===== src/rtl/fast_pkg.sv =====
// Shared types for the FAST corner engine: FSM states and the radius-3 Bresenham ring offsets.
// Ring entry k is the k-th pixel clockwise, starting from the pixel directly above the center.
package fast_pkg;

  localparam int RING_N = 16;

  typedef enum logic [2:0] {
    IDLE,
    WAIT_ROW,
    FETCH,
    DRAIN,
    EVAL,
    WRITE,
    DONE
  } fast_state_t;

  localparam logic signed [2:0] RING_DX [RING_N] = '{
    3'sd0,  3'sd1,  3'sd2,  3'sd3,  3'sd3,  3'sd3,  3'sd2,  3'sd1,
    3'sd0, -3'sd1, -3'sd2, -3'sd3, -3'sd3, -3'sd3, -3'sd2, -3'sd1
  };

  localparam logic signed [2:0] RING_DY [RING_N] = '{
    -3'sd3, -3'sd3, -3'sd2, -3'sd1,  3'sd0,  3'sd1,  3'sd2,  3'sd3,
     3'sd3,  3'sd3,  3'sd2,  3'sd1,  3'sd0, -3'sd1, -3'sd2, -3'sd3
  };

endpackage


===== src/rtl/fast_corner_engine_if.sv =====
// SRAM2 read port and SRAM4 write port of the corner engine; read data returns one cycle after the request.
// The engine is the master: it issues reads and writes, the memories only supply read data.
interface fast_corner_engine_if #(
  parameter int PIX_W = 8,
  parameter int AW    = 7
);
  logic             read_SRAM2;
  logic [AW-1:0]    x_addr;
  logic [AW-1:0]    y_addr;
  logic [PIX_W-1:0] SRAM_in;
  logic             write_SRAM4;
  logic [AW-1:0]    x_addr4;
  logic [AW-1:0]    y_addr4;
  logic [PIX_W-1:0] score4;

  modport master (
    output read_SRAM2, x_addr, y_addr, write_SRAM4, x_addr4, y_addr4, score4,
    input  SRAM_in
  );

  modport slave (
    input  read_SRAM2, x_addr, y_addr, write_SRAM4, x_addr4, y_addr4, score4,
    output SRAM_in
  );
endinterface


===== src/rtl/fast_arc_eval.sv =====
// Combinational FAST test: classifies the 16 ring pixels against center +/- threshold and scores the winning arc.
// No latency, no flow control; the score saturates at the all-ones pixel value.
module fast_arc_eval
  import fast_pkg::*;
#(
  parameter int PIX_W   = 8,
  parameter int ARC_LEN = 9
) (
  input  logic [PIX_W-1:0]              center,
  input  logic [RING_N-1:0][PIX_W-1:0]  ring,
  input  logic [PIX_W-1:0]              threshold,
  output logic                          corner,
  output logic [PIX_W-1:0]              score
);

  localparam int SW = PIX_W + 5;

  // Circular run detection: the ring is closed, so a run may cross entry 15 -> 0.
  function automatic logic has_run(input logic [RING_N-1:0] m);
    logic found;
    logic run_ok;
    found = 1'b0;
    for (int s = 0; s < RING_N; s++) begin
      run_ok = 1'b1;
      for (int j = 0; j < ARC_LEN; j++) run_ok = run_ok & m[(s + j) % RING_N];
      found = found | run_ok;
    end
    return found;
  endfunction

  logic [RING_N-1:0] bright, dark, sel;
  logic              bright_run, dark_run;
  logic [PIX_W:0]    ext_c, ext_t, pk, d;
  logic [SW-1:0]     sum;

  always_comb begin
    bright     = '0;
    dark       = '0;
    pk         = '0;
    d          = '0;
    sum        = '0;
    ext_c      = {1'b0, center};
    ext_t      = {1'b0, threshold};
    for (int k = 0; k < RING_N; k++) begin
      pk        = {1'b0, ring[k]};
      bright[k] = pk > (ext_c + ext_t);
      dark[k]   = (pk + ext_t) < ext_c;
    end
    bright_run = has_run(bright);
    dark_run   = has_run(dark);
    corner     = bright_run | dark_run;
    sel        = bright_run ? bright : dark;
    for (int k = 0; k < RING_N; k++) begin
      pk = {1'b0, ring[k]};
      d  = bright_run ? (pk - ext_c - ext_t) : (ext_c - pk - ext_t);
      if (sel[k]) sum = sum + {{(SW-PIX_W-1){1'b0}}, d};
    end
    if (!corner) sum = '0;
    score = (|sum[SW-1:PIX_W]) ? '1 : sum[PIX_W-1:0];
  end

endmodule


===== src/rtl/fast_corner_engine.sv =====
// Raster-order FAST scorer: 20 cycles per interior pixel (17 reads, drain, eval, write), 1 cycle per border pixel.
// Stalls in WAIT_ROW until the Gaussian stage has produced row y+3; new_trans aborts and restarts at (0,0).
module fast_corner_engine
  import fast_pkg::*;
#(
  parameter int PIX_W   = 8,
  parameter int X_MAX   = 64,
  parameter int Y_MAX   = 64,
  parameter int ARC_LEN = 9,
  parameter int AW      = $clog2(X_MAX + 1)
) (
  input  logic                clk,
  input  logic                n_rst,
  input  logic                new_trans,
  input  logic [AW-1:0]       max_x,
  input  logic [AW-1:0]       max_y,
  input  logic [PIX_W-1:0]    threshold,
  input  logic                gaus_sample_flag,
  input  logic                gaus_done,
  fast_corner_engine_if.master bus,
  output logic                busy,
  output logic                done
);

  fast_state_t state, state_nx;

  logic [AW-1:0]    mx, my, cx, cy, rows_avail, nx_x, nx_y, dx_ext, dy_ext;
  logic [PIX_W-1:0] thr, score_q, score;
  logic [4:0]       k, rd_idx_q;
  logic [3:0]       ri;
  logic             rd_vld_q, x_eol, last_pix, corner;
  logic [PIX_W-1:0] samp [RING_N+1];
  logic [RING_N-1:0][PIX_W-1:0] ring;

  // Widened compares keep x+4 from wrapping for images narrower than the ring.
  function automatic logic border_at(input logic [AW-1:0] x, y, w, h);
    return (x < AW'(3)) || (y < AW'(3)) ||
           (({1'b0, x} + (AW+1)'(4)) > {1'b0, w}) ||
           (({1'b0, y} + (AW+1)'(4)) > {1'b0, h});
  endfunction

  function automatic logic rows_ok_for(input logic [AW-1:0] y, input logic [AW-1:0] avail);
    return {1'b0, avail} >= ({1'b0, y} + (AW+1)'(4));
  endfunction

  assign x_eol    = (cx == mx - AW'(1));
  assign last_pix = x_eol && (cy == my - AW'(1));
  assign nx_x     = x_eol ? '0 : cx + AW'(1);
  assign nx_y     = x_eol ? cy + AW'(1) : cy;

  always_ff @(posedge clk) begin
    if (!n_rst) state <= IDLE;
    else        state <= state_nx;
  end

  always_comb begin
    state_nx = state;
    if (new_trans) begin
      state_nx = (max_x == '0 || max_y == '0) ? DONE : WRITE;
    end else begin
      case (state)
        IDLE:     state_nx = IDLE;
        WAIT_ROW: if (rows_ok_for(cy, rows_avail)) state_nx = FETCH;
        FETCH:    if (k == 5'd16) state_nx = DRAIN;
        DRAIN:    state_nx = EVAL;
        EVAL:     state_nx = WRITE;
        WRITE: begin
          if (last_pix)                            state_nx = DONE;
          else if (border_at(nx_x, nx_y, mx, my))  state_nx = WRITE;
          else if (rows_ok_for(nx_y, rows_avail))  state_nx = FETCH;
          else                                     state_nx = WAIT_ROW;
        end
        DONE:     state_nx = IDLE;
        default:  state_nx = IDLE;
      endcase
    end
  end

  always_ff @(posedge clk) begin
    if (!n_rst) begin
      mx         <= '0;
      my         <= '0;
      thr        <= '0;
      cx         <= '0;
      cy         <= '0;
      k          <= '0;
      rows_avail <= '0;
      rd_vld_q   <= 1'b0;
      rd_idx_q   <= '0;
      score_q    <= '0;
      for (int i = 0; i < RING_N + 1; i++) samp[i] <= '0;
    end else if (new_trans) begin
      // A flag pulse coinciding with the restart is intentionally lost.
      mx         <= (max_x > AW'(X_MAX)) ? AW'(X_MAX) : max_x;
      my         <= (max_y > AW'(Y_MAX)) ? AW'(Y_MAX) : max_y;
      thr        <= threshold;
      cx         <= '0;
      cy         <= '0;
      k          <= '0;
      rows_avail <= '0;
      rd_vld_q   <= 1'b0;
      score_q    <= '0;
    end else begin
      if (gaus_done)
        rows_avail <= my;
      else if (gaus_sample_flag && rows_avail < my)
        rows_avail <= rows_avail + AW'(1);
      if (state == WRITE && !last_pix) begin
        cx <= nx_x;
        cy <= nx_y;
      end
      k        <= (state == FETCH) ? k + 5'd1 : 5'd0;
      rd_vld_q <= (state == FETCH);
      rd_idx_q <= k;
      if (rd_vld_q) samp[rd_idx_q] <= bus.SRAM_in;
      // Border writes rely on score_q having been cleared by the previous write.
      if (state == EVAL)       score_q <= corner ? score : '0;
      else if (state == WRITE) score_q <= '0;
    end
  end

  always_comb begin
    for (int i = 0; i < RING_N; i++) ring[i] = samp[i+1];
  end

  fast_arc_eval #(
    .PIX_W   (PIX_W),
    .ARC_LEN (ARC_LEN)
  ) u_arc_eval (
    .center    (samp[0]),
    .ring      (ring),
    .threshold (thr),
    .corner    (corner),
    .score     (score)
  );

  // Fetch slot k reads the center at k=0, ring entry k-1 afterwards.
  assign ri     = k[3:0] - 4'd1;
  assign dx_ext = {{(AW-3){RING_DX[ri][2]}}, RING_DX[ri]};
  assign dy_ext = {{(AW-3){RING_DY[ri][2]}}, RING_DY[ri]};

  assign bus.read_SRAM2  = (state == FETCH);
  assign bus.x_addr      = (k == 5'd0) ? cx : cx + dx_ext;
  assign bus.y_addr      = (k == 5'd0) ? cy : cy + dy_ext;
  assign bus.write_SRAM4 = (state == WRITE);
  assign bus.x_addr4     = cx;
  assign bus.y_addr4     = cy;
  assign bus.score4      = score_q;
  assign busy            = (state != IDLE);
  assign done            = (state == DONE);

endmodule


===== src/flat_wrapper.sv =====
// flat-port wrapper written by rule: the top's interface ports become plain ports
module fast_corner_engine_flat import fast_pkg::*;
#(
  parameter int PIX_W   = 8,
  parameter int X_MAX   = 64,
  parameter int Y_MAX   = 64,
  parameter int ARC_LEN = 9,
  parameter int AW      = $clog2(X_MAX + 1)
)
  (clk, n_rst, new_trans, max_x, max_y, threshold, gaus_sample_flag, gaus_done, busy, done, bus_read_SRAM2, bus_x_addr, bus_y_addr, bus_write_SRAM4, bus_x_addr4, bus_y_addr4, bus_score4, bus_SRAM_in);
  fast_corner_engine_if #(.PIX_W(PIX_W), .AW(AW)) bus_i ();
  input  logic clk;
  input  logic n_rst;
  input  logic new_trans;
  input  logic [AW-1:0] max_x;
  input  logic [AW-1:0] max_y;
  input  logic [PIX_W-1:0] threshold;
  input  logic gaus_sample_flag;
  input  logic gaus_done;
  output logic busy;
  output logic done;
  output wire logic [$bits(bus_i.read_SRAM2)-1:0] bus_read_SRAM2;
  output wire logic [$bits(bus_i.x_addr)-1:0] bus_x_addr;
  output wire logic [$bits(bus_i.y_addr)-1:0] bus_y_addr;
  output wire logic [$bits(bus_i.write_SRAM4)-1:0] bus_write_SRAM4;
  output wire logic [$bits(bus_i.x_addr4)-1:0] bus_x_addr4;
  output wire logic [$bits(bus_i.y_addr4)-1:0] bus_y_addr4;
  output wire logic [$bits(bus_i.score4)-1:0] bus_score4;
  input wire logic [$bits(bus_i.SRAM_in)-1:0] bus_SRAM_in;
  assign bus_read_SRAM2 = bus_i.read_SRAM2;
  assign bus_x_addr = bus_i.x_addr;
  assign bus_y_addr = bus_i.y_addr;
  assign bus_write_SRAM4 = bus_i.write_SRAM4;
  assign bus_x_addr4 = bus_i.x_addr4;
  assign bus_y_addr4 = bus_i.y_addr4;
  assign bus_score4 = bus_i.score4;
  assign bus_i.SRAM_in = bus_SRAM_in;
  fast_corner_engine #(.PIX_W(PIX_W), .X_MAX(X_MAX), .Y_MAX(Y_MAX), .ARC_LEN(ARC_LEN), .AW(AW)) u_core (.clk(clk), .n_rst(n_rst), .new_trans(new_trans), .max_x(max_x), .max_y(max_y), .threshold(threshold), .gaus_sample_flag(gaus_sample_flag), .gaus_done(gaus_done), .bus(bus_i), .busy(busy), .done(done));
endmodule

===== config.mk =====
export PLATFORM = sky130hd
export DESIGN_NAME = fast_corner_engine_flat
export DESIGN_NICKNAME = d
export VERILOG_FILES = /design/src/rtl/fast_pkg.sv /design/src/rtl/fast_corner_engine_if.sv /design/src/rtl/fast_arc_eval.sv /design/src/rtl/fast_corner_engine.sv /design/src/flat_wrapper.sv
export SDC_FILE = /design/constraint.sdc
export NUM_CORES = 2
export LEC_CHECK = 0
export BUFFER_PORTS_ARGS = -buffer_cell sky130_fd_sc_hd__buf_4
export CAP_MARGIN = 20
export CORE_ASPECT_RATIO = 0.8
export CORE_MARGIN = 4
export CORE_UTILIZATION = 45
export DETAILED_ROUTE_END_ITERATION = 10
export GPL_TIMING_DRIVEN = 0
export PLACE_DENSITY = 0.57
export SLEW_MARGIN = 20
export SYNTH_ARGS = -nofsm -noshare
export SYNTH_HDL_FRONTEND = slang
export SYNTH_SLANG_ARGS = --single-unit
export TNS_END_PERCENT = 10

===== constraint.sdc =====
create_clock -name clk -period 34.5 [get_ports clk]
set_clock_uncertainty 0.05 [all_clocks]
set_input_delay 6.9 -clock clk [delete_from_list [all_inputs] [get_ports clk]]
set_output_delay 6.9 -clock clk [all_outputs]
set_load 0.01 [all_outputs]

==> run metrics <==
routed vias/inst=~5.7; clock-pin slew on the worst setup and hold paths=~0.060 ns; CP delay by family, top=buffers and inverters; CTS Hold Buffers Added=0; layout net count=6871; reg-to-reg slack, setup=5.22 ns; Slew Viols, Final=0; Synth Area in Adders=a little under 40%; port bufs=73; CP Class=register to register; via count=40025; crit path DAT=slightly below 30 ns; mean post-synth cell area=8.88 um2; global-route wire length before repair=~260 mm; commonest non-fill, non-tap cell in the layout=ha_1; CP startpoint kind=register; Mapped Cells=around 5400; pre-CTS WS=5.92 ns; Worst-Margin Slew=around 1.3 ns; first drt pass iteration count=6; Max Clock Freq=between 30 and 40 MHz; Synth Area in XOR/XNOR=approximately a tenth; vias in the first global route=about 38000; Yosys warning total=0; fin crit period=between 20 and 30 ns; Worst path most repeated cell=ha_1; Async S/R FF share, synth=0%; normalized max-slew margin=15.5%; TritonCTS clock tree=done; number of synthesized flops with an enable pin=136; post-synthesis mux area share=approximately 5%; Fin Hold WS=around 0.44 ns; # DRC=0; initial drt markers=between 4000 and 5000; starting density of the core=45.5%; GP Congestion=just over 0.9; Core ar.=105000 um2; DRT Wirelength=roughly 180 mm; most frequent cells in the layout=988 x ha_1, 507 x inv_1, 457 x a21oi_1; I/O pin cnt=75; final setup margin=5.22 ns; fin crit share=84.9%; CTS buffer count=27; routed len/inst=around 25 um; largest family of logic cells by synthesized area=adder cells; row count=approximately 110; layout cells sized above 1=under 10%; top_reg_cell synth=edfxtp_1; Worst-Skew Late Latency=about 0.6 ns; maximum buffer depth of the clock tree=3; Tot GR Track Use=between 30% and 40%; CP required=between 30 and 40 ns; HP Class=register to register; detailed placer's ending HPWL=about 140 mm; area fraction in compound gates after synthesis=roughly 17%; outcome=complete, no violations; unrepaired setup endpoints after global routing=false; synthesis-stage register bit count=between 200 and 250; synthesized area=47600 um2; die width=372 um; max cap viols=0; post-route ant nets=0; final setup vio count=0; largest net degree at the start of global routing=35; simple-gate share of the synthesized area=12.2%; Vert. Die Dim=roughly 300 um; H-tree depth=1; Unique masters post-synth=roughly 110; CTS root buf=clkbuf_16; Fin. Hold Viols=0; Largest stage delay, worst path=a little under 0.8 ns; worst-path fanout max=10; Resize count post-CTS=0; grt total ovfl=0; Die Area=about 110000 um2; initial antenna violation count=13; Buf+Inv Stages, Crit Path=23; Area growth syn-to-layout=10.3%; Clock Sinks=201; Seq/Total Area, Yosys=11.3%; Critical Path Sink Type=register; Post-CTS Setup Inserts=0; Crit-path slowest cell=a311oi_1; syn nets=6695
cell usage after synthesis, types with 82 or more instances:
cell type / n / share of area [%]
o21bai_1: 162 / 2.6
a21o_1: 117 / 1.8
a21oi_1: 458 / 4.8
o21a_1: 82 / 1.3
nor2_1: 278 / 2.2
and2_1: 176 / 2.3
ha_1: 989 / 26
xor2_1: 128 / 2.4
nand2b_1: 86 / 1.1
edfxtp_1: 136 / 8.6
fa_1: 306 / 13
inv_1: 524 / 4.1
xnor2_1: 394 / 7.2
o21ai_0: 277 / 2.9
mux2i_1: 89 / 1.9
nor2b_1: 86 / 1.1
mux2_2: 113 / 2.7
nand2_1: 297 / 2.3
registers in the layout, indices dropped and copies added, names as in the netlist:
register / count
u_core.rows_avail: 7
u_core.my: 7
u_core.rd_idx_q: 5
u_core.samp: 136
u_core.k: 5
u_core.state: 3
u_core.thr: 8
u_core.bus.score4: 8
u_core.mx: 7
u_core.bus.y_addr4: 7
u_core.bus.x_addr4: 7
u_core.rd_vld_q: 1
stage by stage:
| stage | utilization [%] | instance area [um2] | cells | TNS (ns) |
|---|---|---|---|---|
| 2_1_floorplan | - | 47600 | 5365 | 0 |
| 3_3_place_gp | 47.7 | 49900 | 6842 | -18.99 |
| 6_report | 50.1 | 52500 | 6969 | 0 |
| 3_5_place_dp | 49.3 | 51600 | 6914 | 0 |
| 5_1_grt | 50.1 | 52500 | 6967 | 0 |
| 4_1_cts | 50.1 | 52500 | 6964 | 0 |
kinds of logic (layout without fill, tap and decap cells):
group	after synthesis	count (layout)
adders and majority gates	1298	1298
muxes	219	219
DFF	201	201
buffers and inverters	623	820
other	0	3
xor gates and xnor gates	533	533
and+or+nand+nor	1163	1163
AOI/OAI and AO/OA	1328	1328
final timing paths:
| check | endpoint | startpoint | depth (start not counted) |
|---|---|---|---|
| hold / removal | u_core.bus.score4[2] | u_core.bus.score4[2] | 2 |
| setup / recovery | u_core.bus.score4[0] | u_core.samp[0][1] | 105 |
| hold reg to reg | u_core.bus.score4[2] | u_core.bus.score4[2] | 2 |
| setup reg to reg | u_core.bus.score4[0] | u_core.samp[0][1] | 105 |
worst register-to-register path: cells and delay by family, from the launching register on:
family / cells / cell delay, ns
AND/OR/NAND/NOR: 18 / 3.75
buffers and inverters: 23 / 7.35
multiplexers: 13 / 3.89
flip-flops: 1 / 0.60
AO/OA/AOI/OAI: 21 / 5.25
XOR/XNOR: 12 / 2.22
adder cells (fa/ha/maj): 18 / 6.03
metal layers:
metal	wire length [um]	global-route usage (%)
met2	71700	45.8
met1	80900	46.3
met3	17500	6.15
met4	5550	8.13
met5	13	0
area by class of cell:
class	instances	area, um2
plain buffers	96	489
fillers	9924	52200
diodes	3	7.51
clock inverters	15	126
repair buffers	147	2040
well taps	1404	1760
multi-input cells	4541	39900
flip-flops and latches	201	5400
inverters	527	2030
clock buffers	35	749
Power is not shown: default switching activity piles up to over one toggle a cycle in this logic, so the estimate is an artifact.
